[config.mk]
export PLATFORM = sky130hd
export DESIGN_NAME = vc_output_arbiter_flat
export DESIGN_NICKNAME = d
export VERILOG_FILES = /design/src/rtl/vc_output_arbiter_if.sv /design/src/rtl/vc_output_arbiter.sv /design/src/flat_wrapper.sv
export SDC_FILE = /design/constraint.sdc
export NUM_CORES = 1
export LEC_CHECK = 0
export CAP_MARGIN = 20
export CORE_ASPECT_RATIO = 0.9
export CORE_MARGIN = 1.5
export CORE_UTILIZATION = 37
export CTS_BUF_LIST = sky130_fd_sc_hd__clkbuf_8
export DETAILED_ROUTE_END_ITERATION = 7
export PLACE_DENSITY = 0.74
export SYNTH_ARGS = -nofsm -noshare
export SYNTH_HDL_FRONTEND = slang
export SYNTH_SLANG_ARGS = --single-unit
[constraint.sdc]
create_clock -name clk -period 1.5 [get_ports clk]
set_input_delay 0.15 -clock clk [delete_from_list [all_inputs] [get_ports clk]]
set_output_delay 0.15 -clock clk [all_outputs]
set_load 0.005 [all_outputs]
[src/rtl/vc_output_arbiter_if.sv]
// vc_output_arbiter_if: VC arbiter handshake bundle (per-VC valid/grant, head packet in, registered packet out)
interface vc_output_arbiter_if #(
  parameter int M = 4,
  parameter int W = 8
);
  logic [W-1:0] i_data;
  logic [0:M-1] i_data_val;
  logic [0:M-1] o_en;
  logic [W-1:0] o_data;
  logic         o_data_val;
  logic         i_en;
  modport master (output i_data, i_data_val, i_en, input o_en, o_data, o_data_val);
  modport slave  (input i_data, i_data_val, i_en, output o_en, o_data, o_data_val);
endinterface

[src/rtl/vc_output_arbiter.sv]
// vc_output_arbiter: round-robin VC arbiter with a registered single-entry output slot.
// Define VC_ARB_HOLD_EN to let a winning VC keep the grant for up to HOLD consecutive packets.
module vc_output_arbiter #(
  parameter int M    = 4,
  parameter int HOLD = 4,
  parameter int W    = 8
) (
  input logic             clk,
  input logic             reset_n,
  vc_output_arbiter_if.slave bus
);
  localparam int PW = (M > 1) ? $clog2(M) : 1;
  localparam int CW = $clog2(HOLD + 1);
`ifdef VC_ARB_HOLD_EN
  localparam bit HOLD_EN = 1'b1;
`else
  localparam bit HOLD_EN = 1'b0;
`endif
  logic [PW-1:0] ptr, last, rr_idx, sel;
  logic [CW-1:0] cnt;
  logic          last_val, accept, grant, hold_ok;
  assign accept  = !bus.o_data_val || bus.i_en;
  assign grant   = reset_n && accept && (|bus.i_data_val);
  assign hold_ok = HOLD_EN && last_val && bus.i_data_val[last] && (cnt < CW'(HOLD));
  assign sel     = hold_ok ? last : rr_idx;
  always_comb begin
    logic [PW-1:0] k;
    logic          found;
    found  = 1'b0;
    rr_idx = '0;
    k      = '0;
    for (int j = 0; j < M; j++) begin
      k = PW'((int'(ptr) + j) % M);
      if (!found && bus.i_data_val[k]) begin
        found  = 1'b1;
        rr_idx = k;
      end
    end
  end
  always_comb begin
    bus.o_en = '0;
    if (grant) bus.o_en[sel] = 1'b1;
  end
  // a grant both refills the slot and drains the old packet, so no bubble at full rate
  always_ff @(posedge clk or negedge reset_n) begin
    if (!reset_n) begin
      bus.o_data     <= '0;
      bus.o_data_val <= 1'b0;
      ptr            <= '0;
      last           <= '0;
      last_val       <= 1'b0;
      cnt            <= '0;
    end else if (grant) begin
      bus.o_data     <= bus.i_data;
      bus.o_data_val <= 1'b1;
      ptr            <= (sel == PW'(M - 1)) ? '0 : sel + 1'b1;
      last           <= sel;
      last_val       <= 1'b1;
      cnt            <= hold_ok ? cnt + 1'b1 : CW'(1);
    end else if (accept) begin
      bus.o_data_val <= 1'b0;
      last_val       <= 1'b0;
    end
  end
endmodule

[src/flat_wrapper.sv]
// flat-port wrapper written by rule: the top's interface ports become plain ports
module vc_output_arbiter_flat 
#(
  parameter int M    = 4,
  parameter int HOLD = 4,
  parameter int W    = 8
)
  (clk, reset_n, bus_i_data, bus_i_data_val, bus_i_en, bus_o_en, bus_o_data, bus_o_data_val);
  vc_output_arbiter_if #(.M(M), .W(W)) bus_i ();
  input logic clk;
  input logic reset_n;
  input wire logic [$bits(bus_i.i_data)-1:0] bus_i_data;
  input wire logic [$bits(bus_i.i_data_val)-1:0] bus_i_data_val;
  input wire logic [$bits(bus_i.i_en)-1:0] bus_i_en;
  output wire logic [$bits(bus_i.o_en)-1:0] bus_o_en;
  output wire logic [$bits(bus_i.o_data)-1:0] bus_o_data;
  output wire logic [$bits(bus_i.o_data_val)-1:0] bus_o_data_val;
  assign bus_i.i_data = bus_i_data;
  assign bus_i.i_data_val = bus_i_data_val;
  assign bus_i.i_en = bus_i_en;
  assign bus_o_en = bus_i.o_en;
  assign bus_o_data = bus_i.o_data;
  assign bus_o_data_val = bus_i.o_data_val;
  vc_output_arbiter #(.M(M), .HOLD(HOLD), .W(W)) u_core (.clk(clk), .reset_n(reset_n), .bus(bus_i));
endmodule
==> flow_metrics.tcl <==
set metrics [dict create \
    run_status "complete, but fails checks" \
    failed_checks "setup timing" \
    length_of_routed_met3_wiring_um 86 \
    global_route.usage.total_pct 18.0 \
    synth.top_cells.by_area "dfrtp_1, mux2_4, mux2_2" \
    worstMarginPinSlew_ns 0.338 \
    rsz0062_at_grt "true" \
    synth_seq_cells 11 \
    placeableCoreArea_um2 1500 \
    antennaDiodeCount 0 \
    share_of_layout_cells_above_drive_strength_1_pct 48.4 \
    met2_length_um 875 \
    die_area_um2 1900 \
    synth_ff_type "dfrtp_1" \
    final_min_period_over_clock_period_pct 124 \
    cts-buffers-inserted 3 \
    critPathMostFrequentCell "buf_4" \
    cap_viol_max_count 0 \
    timing.critical_path.cells "buf_4, inv_1, o221ai_2, a21oi_2, buf_4, ha_2, and2_1, buf_2" \
    syn_area_per_cell_um2 12.2 \
    drt_first_pass_iters 4 \
    fin_total_pwr_mw 1.36 \
    min_path_type "in -> async" \
    r2r_cells 7 \
    critPathMaxStageDelay_ns 0.41 \
    leakagePower_nw 0.534 \
    ir_drop_mv 0.836 \
    synth_cells 50 \
    crit_path_end_kind "output port" \
    synth.largest_area_cell "dfrtp_1" \
    ctsHoldBuffers 0 \
    htree_num_levels 1 \
    wire_per_inst_um 13.8 \
    place_congestion 0.766 \
    wirelength_met1_um 649 \
    root_buffer "clkbuf_8" \
    synth-edff-count 0 \
    route.final.wire_length_mm 1.61 \
    async_reset_ff_share_pct 100 \
    post_dp_cell_area_um2 950 \
    slew_headroom_pct 77.4 \
    final-max-slew-violation-count 0 \
    vias_post_dr 552 \
    yosysUniqueCellTypes 15 \
    ant_nets 0 \
    worstSkewPairLatency_ns 0.24 \
    drcViolationCount 0 \
    grt_pass1_vias 614 \
    postSynthNetCount 69 \
    synth.cell_area_um2 611 \
    antenna_found_initial 0 \
    num-nets-final 115 \
    layout_cell_area_excl_fill_um2 1140 \
    cts_tree "yes" \
    routed_via_density 4.72 \
    maximum_number_of_pins_on_one_net_before_global_route_repair 12 \
    final_core_util_pct 76.0 \
    finalSetupViolations 5 \
    dp.final_hpwl_um 961 \
    worstPathMaxFanout 3 \
    synth.yosys.warnings 0 \
    buffer_ports.inserted 27 \
    critPathRequiredTime_ns 1.35 \
    die_h_um 41.5 \
    flow.area_growth_from_synthesis_pct 86.3 \
    power_per_cell_area_nw_per_um2 1190 \
    post_synthesis_sequential_area_ratio_pct 45.1 \
    synth_top_area_share_pct 45.1 \
    top_signal_layer_used "met3" \
    timing.final.hold_violations 0 \
    critical_path.slowest_cell "dfrtp_1" \
    path_class "reg -> out" \
    row_count 13 \
    most_frequently_used_cell_type_in_the_post_synthesis_netlist "dfrtp_1" \
    die_width_um 45.8 \
    synth.top_cells.by_count "dfrtp_1, inv_1, mux2_2" \
    fmax_ghz 0.537 \
    pre_cts_slack_ns -0.637 \
    drt-initial-drc-count 10 \
    clkTransAtPathRegs_ns 0.05 \
    global_route.overflow_total 0 \
    first_pass_grt_wire_length_mm 2.46 \
    tns_ns -1.48 \
    final.setup.worst_slack_ns -0.360 \
    cp-start-kind "flip-flop" \
    finalClockSkew_ns 0.00423 \
    cts_buffer_depth 2 \
    io-pin-count 28 \
    numClockSinks 11 \
    post-route-min-period_ns 1.86 \
    worst_ep_arrival_time_ns 1.71 \
    floorplan.initialDensity_pct 40.8 \
]
cell usage in the layout (no fill, tap or decap), types with 2 or more instances in the layout:
master	count
buf_6	6
and2_1	2
buf_4	11
mux2_2	4
clkdlybuf4s50_1	19
and2_4	2
dfrtp_1	10
a21oi_2	2
clkbuf_8	3
ha_4	3
a21oi_1	2
dlygate4sd2_1	3
buf_2	2
inv_1	7
mux2_4	5
where the power goes:
group	total, mW	internal, mW	switching, mW	leakage (nW)
clock network	0.287	0.179	0.108	0.0269
registers	0.424	0.362	0.0618	0.126
logic	0.648	0.399	0.249	0.381
total	1.36	0.940	0.418	0.534
stage by stage:
| stage | hold slack (ns) | std cells |
|---|---|---|
| final | 0.317 | 117 |
| after global routing | 0.352 | 117 |
| after CTS | 0.318 | 115 |
| after detailed placement | 0.493 | 105 |
| after global placement | 0.489 | 105 |
| after floorplan | -0.146 | 50 |
layer usage:
layer	GRT usage [%]	up-vias
li1	-	261
met1	19.3	271
met2	29.9	20
met3	4.78	0
met4	11.4	0
met5	0	-
what timing repair did:
item	in CTS	in global routing
setup endpoints to repair	13	10
resized for setup	30	17
buffers inserted	5	2
pin swaps	4	5
gates cloned	1	0
final timing paths:
kind,start,end,slack (ns)
worst max-delay path,u_core.ptr[1],bus_o_en[0],-0.36
worst min-delay path,reset_n,u_core.bus.o_data[6],0.32
worst max register to register,u_core.ptr[1],u_core.ptr[1],-0.22
worst min register to register,u_core.bus.o_data[5],u_core.bus.o_data[5],0.51
max in group asynchronous,reset_n,u_core.ptr[0],1.03
min in group clk,bus_i_data_val[1],u_core.bus.o_data_val,0.34
cells by family (layout without fill, tap and decap cells):
kind of cell	after synthesis	after routing	share of synthesized area, %
fa+ha+maj	4	4	8.20
flops	11	11	45.1
simple gates	6	6	5.33
compound gates	11	11	15.6
mux	9	9	19.1
buf+inv	9	54	6.76
worst max-delay path, delay by kind of cell (launching register included):
family                   cells  cell delay [ns]
AO/OA/AOI/OAI                2             0.29
adder cells (fa/ha/maj)      1             0.17
buffers and inverters        4             0.49
flip-flops                   1             0.41
AND/OR/NAND/NOR              1             0.12
state kept, by name, indices dropped and copies added, names as in the netlist:
signal                 flops
u_core.bus.o_data          8
u_core.bus.o_data_val      1
u_core.ptr                 2
layout make-up:
cell class	count	area, um^2
Timing Repair Buffer	42	389
Multi-Input combinational cell	30	367
Fill cell	105	359
Sequential cell	11	277
Clock buffer	3	41.3
Inverter	8	32.5
Tap cell	22	27.5
Clock inverter	1	3.75
(Power assumes the default switching activity.)
